===== config.mk =====
export PLATFORM = sky130hd
export DESIGN_NAME = counter_mode_top
export DESIGN_NICKNAME = d
export VERILOG_FILES = /design/src/rtl/counter_mode_top.sv
export SDC_FILE = /design/constraint.sdc
export NUM_CORES = 1
export LEC_CHECK = 0
export BUFFER_PORTS_ARGS = -buffer_cell sky130_fd_sc_hd__buf_2
export CORE_MARGIN = 5
export CORE_UTILIZATION = 56
export CTS_CLUSTER_DIAMETER = 50
export DETAILED_ROUTE_END_ITERATION = 12
export PLACE_DENSITY = 0.84
export SKIP_LAST_GASP = 1
export SLEW_MARGIN = 10
export SYNTH_ARGS = -nofsm -noshare
export SYNTH_HDL_FRONTEND = slang
export SYNTH_SLANG_ARGS = --single-unit

===== constraint.sdc =====
create_clock -name clk -period 2.7 [get_ports clk]
set_input_delay 0.54 -clock clk [delete_from_list [all_inputs] [get_ports clk]]
set_output_delay 0.54 -clock clk [all_outputs]
set_load 0.1 [all_outputs]

===== src/rtl/counter_mode_top.sv =====
// Prescaled WIDTH-bit up/down counter with synchronous load, wrap/saturate/bounce overflow
// modes and a registered terminal-count pulse. Bounce mode is built only when COUNTER_BOUNCE_EN is defined.
module counter_mode_top #(
    parameter int unsigned      WIDTH     = 4,
    parameter int unsigned      DIV_W     = 27,
    parameter logic [WIDTH-1:0] RESET_VAL = '0
) (
    input  logic             clk,
    input  logic             reset,
    input  logic             enable,
    input  logic             dir,
    input  logic [1:0]       mode,
    input  logic [DIV_W-1:0] div_val,
    input  logic             load,
    input  logic [WIDTH-1:0] load_val,
    output logic [WIDTH-1:0] cnt_val,
    output logic             dir_out,
    output logic             tc
);
    localparam logic [WIDTH-1:0] MAX_VAL  = {WIDTH{1'b1}};
    localparam logic [1:0]       MODE_SAT = 2'd1;

    logic [DIV_W-1:0] div_cnt_q, div_cnt_d;
    logic [WIDTH-1:0] cnt_q, cnt_d;
    logic             dir_q, dir_d;
    logic             tc_q, tc_d;
    logic             tick, step, bounce_mode, step_dir, at_limit;

    // >= rather than == so shrinking div_val below div_cnt ticks at once.
    assign tick = (div_cnt_q >= div_val);
    assign step = tick & enable & ~load;

`ifdef COUNTER_BOUNCE_EN
    localparam logic [1:0] MODE_BOUNCE = 2'd2;
    assign bounce_mode = (mode == MODE_BOUNCE);
`else
    assign bounce_mode = 1'b0;
`endif

    // In bounce mode the registered direction steers; otherwise the dir input does.
    assign step_dir = bounce_mode ? dir_q : dir;
    assign at_limit = step_dir ? (cnt_q == '0) : (cnt_q == MAX_VAL);

    always_comb begin
        div_cnt_d = (tick || load) ? '0 : div_cnt_q + 1'b1;
        cnt_d     = cnt_q;
        dir_d     = step_dir;
        tc_d      = 1'b0;
        if (load) begin
            cnt_d = load_val;
            dir_d = dir;
        end else if (step) begin
            if (!at_limit) begin
                cnt_d = step_dir ? cnt_q - 1'b1 : cnt_q + 1'b1;
            end else begin
                tc_d = 1'b1;
                if (mode == MODE_SAT) begin
                    cnt_d = cnt_q;
                end else if (bounce_mode) begin
                    cnt_d = step_dir ? cnt_q + 1'b1 : cnt_q - 1'b1;
                    dir_d = ~step_dir;
                end else begin
                    cnt_d = step_dir ? MAX_VAL : '0;
                end
            end
        end
    end

    always_ff @(posedge clk or posedge reset) begin
        if (reset) begin
            div_cnt_q <= '0;
            cnt_q     <= RESET_VAL;
            dir_q     <= 1'b0;
            tc_q      <= 1'b0;
        end else begin
            div_cnt_q <= div_cnt_d;
            cnt_q     <= cnt_d;
            dir_q     <= dir_d;
            tc_q      <= tc_d;
        end
    end

    assign cnt_val = cnt_q;
    assign dir_out = dir_q;
    assign tc      = tc_q;
endmodule


Word-level counts from Yosys, hierarchy flattened
Index checks and enable logic that the tools add are counted.

cells by class
  add/subtract/negate cells = 3
  multipliers = 0
  div/mod/pow operators = 0
  $lt $le $gt $ge = 1
  equality and inequality tests = 3
  shifts and indexed selects = 0
  multiplexer cells = 11
  bitwise logic cells = 3
  reductions and logical operators = 4

operators with widths
  cell                                                                    number
  27-bit by 1-bit adder with 27-bit output (second input constant)        1
  27-bit >= comparator                                                    1
  27-bit two-way mux                                                      1
  4-bit two-way mux                                                       6
  4-bit by 1-bit adder with 4-bit output (second input constant)          1
  4-bit equality test (second input constant)                             1
  4-bit logical NOT                                                       1
  1-bit two-way mux                                                       4
  4-bit by 1-bit subtractor with 4-bit output (second input constant)     1
  3-bit inequality test (second input constant)                           1
  1-bit bitwise AND                                                       2
  2-bit by 1-bit equality test with 1-bit output (second input constant)  1
  2-bit AND reduction                                                     1
  2-bit nonzero test                                                      1
  1-bit logical OR                                                        1
  1-bit inverter                                                          1

word-level totals
  register bits after elaboration = 33
  bits in latches = 0
  memory bits (writable) = 0
  memory bits (read-only) = 0
  bits of input ports = 38
  output and inout bits = 6
  word-level logic and storage cells = 29
  memories = 0

Longest topological paths before layout
Gate-level depths: netlist (run 1).

  word-level depth = 5
  depth in mapped cells = 10
  mapped depth without buffers = 9

Worst setup path before layout (run 1)
OpenSTA, ideal clock, no wires.

  path type = reg2reg
  from = register cnt_q[0] (netlist: cnt_val[0])
  to = register cnt_q[3] (netlist: cnt_val[3])
  library setup time = 135 ps
  data arrival time = 2311 ps
  required time = 2565 ps
  path slack = 253 ps
  cell stages (with the launch flop) = 7
  path buffers = 0
  clock period less this slack = 2447 ps
  cells stage by stage = dfrtp_1 inv_1 nor4_1 o21ai_0 o211ai_2 mux2i_1 o21ai_0

on the way
  cells in the longest elaborated chain, start to end = 5
  elaborated cells on any way between the ends = 11
  those cells by class = 2 x add/sub; 2 x eq/ne; 5 x mux; 2 x reduce/logical

ends and longest elaborated chain
  item                                                                  line    source
  start, declared                                                       24      logic [WIDTH-1:0] cnt_q, cnt_d;
  start signal, assigned                                                77      cnt_q <= cnt_d;
  4-bit by 1-bit adder with 4-bit output, or another cell as far along  n/a
  4-bit two-way mux / 1-bit two-way mux (equally long branches)         54, 42
  4-bit two-way mux                                                     53      if (!at_limit) begin
  4-bit two-way mux                                                     52      end else if (step) begin
  4-bit two-way mux                                                     49      if (load) begin

Parallel ways exist; a longest one is shown, timed or not. The select of a mux whose other input is x is not followed.
A chain may end at the register's enable or synchronous reset.

Final worst setup path (run 1)
  from = register div_cnt_q[25]
  to = register cnt_q[1] (netlist: cnt_val[1])

on the way
  cells in the longest elaborated chain, start to end = 5

ends and longest elaborated chain
  item                                  line  source
  start, declared                       23    logic [DIV_W-1:0] div_cnt_q, div_cnt_d;
  start signal, assigned                76    div_cnt_q <= div_cnt_d;
  27-bit >= comparator                  30    assign tick = (div_cnt_q >= div_val);
  1-bit bitwise AND (2 in series)       31    assign step = tick & enable & ~load;
  2-bit nonzero test (no source line)   n/a
  2-bit AND reduction (no source line)  n/a

No other way between the ends.

==> results of run 1 <==
[kinds of logic after synthesis]
family	Yosys count	share of synthesized area, %
multiplexers	1	0.414
buffers and inverters	40	7.50
AND/OR/NAND/NOR	104	23.1
adder cells (fa/ha/maj)	31	16.3
AO/OA/AOI/OAI	32	7.97
flip-flops	33	34.1
XOR/XNOR	29	10.5
[Yosys cell counts (2+ instances only)]
master | instances | area share, %
inv_1 | 35 | 5.4
dfrtp_1 | 33 | 34
nor2_1 | 31 | 4.8
ha_1 | 30 | 16
nand2_1 | 22 | 3.4
xnor2_1 | 15 | 5.4
a21oi_1 | 14 | 2.9
xor2_1 | 14 | 5.1
nand4_1 | 11 | 2.8
nand3_1 | 10 | 2.1
o21ai_0 | 9 | 1.9
nor2_4 | 8 | 3.7
and4_1 | 4 | 1.4
and2_1 | 3 | 0.78
nor2b_1 | 3 | 0.78
nor3_1 | 3 | 0.62
nor4b_1 | 3 | 1.1
buf_6 | 2 | 0.93
clkbuf_1 | 2 | 0.31
nor2_2 | 2 | 0.52
nor4_1 | 2 | 0.52
o31ai_1 | 2 | 0.62
[path summary, 6_finish.rpt]
path | start | endpoint | slack [ps] | depth (start not counted)
hold / removal | reset | div_cnt_q[5]$_DFF_PP0_ | 400 | 2
setup reg to reg | div_cnt_q[25]$_DFF_PP0_ | cnt_val[1]$_DFFE_PP0P_ | 210 | 8
max in group asynchronous | reset | div_cnt_q[24]$_DFF_PP0_ | 1690 | 3
min in group clk | load_val[2] | cnt_val[2]$_DFFE_PP0P_ | 460 | 3
setup / recovery | div_cnt_q[25]$_DFF_PP0_ | cnt_val[1]$_DFFE_PP0P_ | 210 | 8
hold reg to reg | div_cnt_q[0]$_DFF_PP0_ | div_cnt_q[0]$_DFF_PP0_ | 520 | 1
[cell type report]
class / instances / share of cell area [%]
Clock buffer: 8 / 2.88
Inverter: 35 / 4.73
Multi-Input combinational cell: 197 / 50.8
Sequential cell: 33 / 29.7
Tap cell: 52 / 2.34
Timing Repair Buffer: 48 / 9.55
[worst max-delay path: stages (launching register included)]
cell and delay [ps]:
dfrtp_1 420, ha_1 350, nand4_1 160, nor4_1 520, a222oi_1 130, o211ai_1 180, o211ai_2 200, and2_1 210
o31ai_1 220
[state kept, by name (all words and copies together), names as in the netlist]
name	flops
tc	1
cnt_val	4
div_cnt_q	27
dir_out	1
[routing by layer]
metal  share of wire (%)  GRT usage (%)
met1                  44           22.5
met4                 1.6           5.63
met2                  49           32.7
met5                   0              0
met3                 6.1           5.41
[power groups by stage]
| stage | sequential (mW) | combinational (mW) | clock, mW |
|---|---|---|---|
| 2_1_floorplan | 0.569 | 0.0997 | 0 |
| 3_5_place_dp | 0.525 | 0.202 | 0 |
| 6_report | 0.516 | 0.200 | 0.352 |
| 5_1_grt | 0.517 | 0.226 | 0.386 |
| 3_3_place_gp | 0.524 | 0.196 | 0 |
| 4_1_cts | 0.516 | 0.203 | 0.357 |
==> metrics, run 1 <==
outcome=finished clean; largest net degree at the start of global routing=22; Layout Area Growth over Synthesis=14.9%; Filler Cell Count=356; Mapped Nets=339; commonest non-fill, non-tap cell in the layout=buf_2; Final TNS setup=0 ps; Hold Worst Slack=402 ps; setup bufs post-CTS=0; Crit. End Element=register; Ant. Diodes=0; Synth Cell Area=2420 sq um; most frequent cells in the layout=43 x buf_2, 35 x inv_1, 33 x dfrtp_1, 31 x nor2_1, 30 x ha_1; max-capacitance violation count=0; fin nets=389; RD Place Congestion=0.833; TritonRoute pass-1 iters=4; final setup fails=0; layout cells sized above 1=19.9%; starting density of the core=56.7%; unrepaired setup endpoints after global routing=false; drt total wl=4730 um; static leakage=1.42 nW; FF+latch count, synth=33; actual slew at the worst max-slew pin=796 ps; P_int=0.759 mW; routed len/inst=12.7 um; Comb pwr share=18.7%; Hold WC Path Type=primary input to async pin; Multi-input gate area=1410 sq um; H-tree depth=2; die height=75.7 um; dpl cells=365; sequential area share after synthesis=34.1%; port buffer count=43; Post-synth EDFFs=0; Layout Cells excl Fill=373; Core ar.=4260 sq um; startpoint types=register; # rows=24; PD cells=384 nW/um^2; slew margin rel.=46.9%; Syn. warnings=0; Fin. Hold Viols=0; Final Util=65.2%; sw power=0.308 mW; Synth cell types=34; syn avg cell area=8.96 sq um; Period Utilization, post-route=92.2%; register share of total power=48.3%; CP Max Fanout=4; GRT overflow=0; via count=1955; drc violations=0; Max Fclk=402 MHz; top-level port count=44; Avg Vias per Cell=5.24; die area=5730 sq um; FFs w/ async S/R, synth=100%; sw frac=28.9%; vias in the first global route=1919; clock sink count=33; post-route ant nets=0; initial antenna violation count=0; Clk pwr share=32.9%; clock root buffer=clkbuf_8; WP data arrival=2680 ps; CTS max path bufs=2; clock slew at reported path FFs=60 ps; Critical Path RT=2890 ps; CTS tree=built; Max Slew Vio Count=0; skew final=4.80 ps; DRT iter0 DRCs=95; Period minus WS final=2490 ps; Final WS setup=211 ps; Sequential cell area=826 sq um; Post-DP HPWL=3810 um; Tot Pwr=1.07 mW; post-CTS resize count=0; Worst Setup Path Type=register to register; CTS Buf Count=5; Gate Count Post-Synth=270; DP Area=2700 sq um; worst slack, placed=-4.52 ps; die width=75.7 um; later-pin clock latency in the skew report=280 ps; Hold-fix buffers, CTS=0; gr usage total=18.8%; fin area=2780 sq um; first-pass GRT wire length=8220 um; most used flip-flop cell after synthesis=dfrtp_1; Peak VDD IR=0.317 mV
Note: power is estimated with default switching activity, not from simulation.
==> run 2: changes to the inputs <==
--- a/config.mk
+++ b/config.mk
@@ -5,11 +5,11 @@
 export SDC_FILE = /design/constraint.sdc
 export NUM_CORES = 1
 export LEC_CHECK = 0
-export BUFFER_PORTS_ARGS = -buffer_cell sky130_fd_sc_hd__buf_2
 export CORE_MARGIN = 5
-export CORE_UTILIZATION = 56
+export CORE_UTILIZATION = 64
 export CTS_CLUSTER_DIAMETER = 50
 export DETAILED_ROUTE_END_ITERATION = 12
+export DONT_BUFFER_PORTS = 1
 export PLACE_DENSITY = 0.84
 export SKIP_LAST_GASP = 1
 export SLEW_MARGIN = 10
==> constraint.sdc (replaced) <==
create_clock -name clk -period 2.7 [get_ports clk]
set_input_delay 0.675 -clock clk [delete_from_list [all_inputs] [get_ports clk]]
set_output_delay 0.675 -clock clk [all_outputs]
set_load 0.1 [all_outputs]
==> metrics, run 2 (synthesis gave the netlist of run 1 again) <==
outcome=finished clean; Fin. Hold Viols=0 (unchanged); via count=1815 (-7.2%); actual slew at the worst max-slew pin=873 ps (+77.4 ps); most flop-heavy register=div_cnt_q; Peak VDD IR=0.323 mV (+2.0%); max-capacitance violation count=0 (unchanged); Period Utilization, post-route=91.0% (-1.1 points); Post-DP HPWL=3510 um (-7.8%); Final WS setup=242 ps (+30.9 ps); dpl cells=320 (-12%); static leakage=1.27 nW (-11%); startpoint types=primary input; starting density of the core=66.1% (+9.3 points); final setup fails=0 (unchanged); Filler Cell Count=287 (-19%); PD cells=411 nW/um^2 (+6.9%); Hold WC Path Type=primary input to async pin; clock sink count=33 (unchanged); post-route ant nets=0 (unchanged); R2R Path Start=div_cnt_q[25]$_DFF_PP0_; top-level port count=44 (unchanged); Avg Vias per Cell=5.55 (+5.9%); first-pass GRT wire length=7590 um (-7.6%); Final TNS setup=0 ps (unchanged); skew final=2.29 ps (-2.51 ps); most frequent cells in the layout=35 x inv_1, 33 x dfrtp_1, 31 x nor2_1, 30 x ha_1, 22 x nand2_1; unrepaired setup endpoints after global routing=false; Max Slew Vio Count=0 (unchanged); routed len/inst=13.7 um (+8.4%); RD Place Congestion=0.784 (-5.9%); slew margin rel.=41.8% (-5.1 points); CTS Buf Count=5 (unchanged); die area=5110 sq um (-11%); vias in the first global route=1831 (-4.6%); Max Fclk=407 MHz (+1.3%); Ant. Diodes=0 (unchanged); fin nets=348 (-11%); clock root buffer=clkbuf_8; later-pin clock latency in the skew report=290 ps (about the same); Crit. End Element=register; drc violations=0 (unchanged); # rows=22 (-8.3%); Hold-fix buffers, CTS=0 (unchanged); worst slack, placed=-162 ps (-158 ps); Layout Cells excl Fill=327 (-12%); port buffer count=0 (-100%); commonest non-fill, non-tap cell in the layout=inv_1; Period minus WS final=2460 ps (-30.9 ps); clock slew at reported path FFs=60 ps (about the same); Layout Area Growth over Synthesis=6.93%; Core ar.=3660 sq um (-14%); r2r setup slk=240 ps (+30 ps); largest net degree at the start of global routing=34 (+55%); DRT iter0 DRCs=150 (+58%); layout cells sized above 1=8.96% (-11 points); TritonRoute pass-1 iters=4 (unchanged); R2R cell count=8 (unchanged); die height=71.5 um (-5.6%); GRT overflow=0 (unchanged); CTS max path bufs=2 (unchanged); RR Endpoint=cnt_val[2]$_DFFE_PP0P_; die width=71.5 um (-5.6%); Worst Setup Path Type=primary input to register; drt total wl=4500 um (-5.0%); Critical Path RT=2870 ps (-20 ps); CTS tree=built; WP data arrival=2630 ps (-50 ps); gr usage total=18.5% (-0.28 points); max reg flops=27 (unchanged); H-tree depth=2 (unchanged); initial antenna violation count=0 (unchanged); Tot Pwr=1.06 mW (-0.48%); CP Max Fanout=4 (unchanged)
## run 2: cell types whose count changed in the layout (fill, tap and decap cells not counted), sizes merged
cell,previous run,this run
buf,48,7
clkbuf,8,7
## run 2: final cells by class
| class | count | area, sq um | share of cell area [%] |
|---|---|---|---|
| Sequential cell | 33 | 826 | 31.9 |
| Timing Repair Buffer | 7 | 65.1 | 2.52 |
| Clock buffer | 7 | 86.3 | 3.34 |
| Inverter | 35 | 131 | 5.08 |
| Multi-Input combinational cell | 197 | 1420 | 54.8 |
| Tap cell | 48 | 60.1 | 2.32 |
## run 2: report_power, final
group	switching [mW]	internal [mW]	total (mW)
registers	0.0162	0.505	0.521
logic	0.114	0.0551	0.169
clock network	0.171	0.202	0.373
total	0.301	0.762	1.06
## run 2: per-stage QoR
step	instance area, sq um	hold slack, ps	utilization, %
4_1_cts	2580	370	70.5
3_5_place_dp	2490	513	68.1
6_report	2590	361	70.6
2_1_floorplan	2420	470	-
3_3_place_gp	2490	500	68.1
5_1_grt	2590	404	70.6
## run 2: worst max-delay path by stage
stage	from	end	slack [ps]
global route	div_cnt_q[21]$_DFF_PP0_	cnt_val[1]$_DFFE_PP0P_	30
detailed placement	div_val[22]	cnt_val[2]$_DFFE_PP0P_	-160
global placement	div_val[25]	cnt_val[1]$_DFFE_PP0P_	-20
CTS	div_cnt_q[20]$_DFF_PP0_	cnt_val[2]$_DFFE_PP0P_	130
finish	div_val[26]	cnt_val[2]$_DFFE_PP0P_	240
floorplan	div_val[25]	div_cnt_q[24]$_DFF_PP0_	240
## run 2: timing repair
item | in CTS | in global routing
setup buffers | 0 | 0
resized for setup | 0 | 1
setup endpoints to repair | 0 | 3
## run 2: metal layers
layer  vias up  track usage [%]  share of wire (%)
met2        50             31.5                 49
met1       831             22.4                 43
met3         9             4.63                5.6
met5         -                0                  0
met4         0             7.31                1.8
li1        925                -                  -
## run 2: worst max-delay path, cell delays in order
cell and delay [ps]:
inv_1 30, ha_1 300, nand4_1 200, nor4_2 510, a222oi_1 130, o211ai_1 190, nor2_1 140, nor4b_1 350
o31ai_1 100
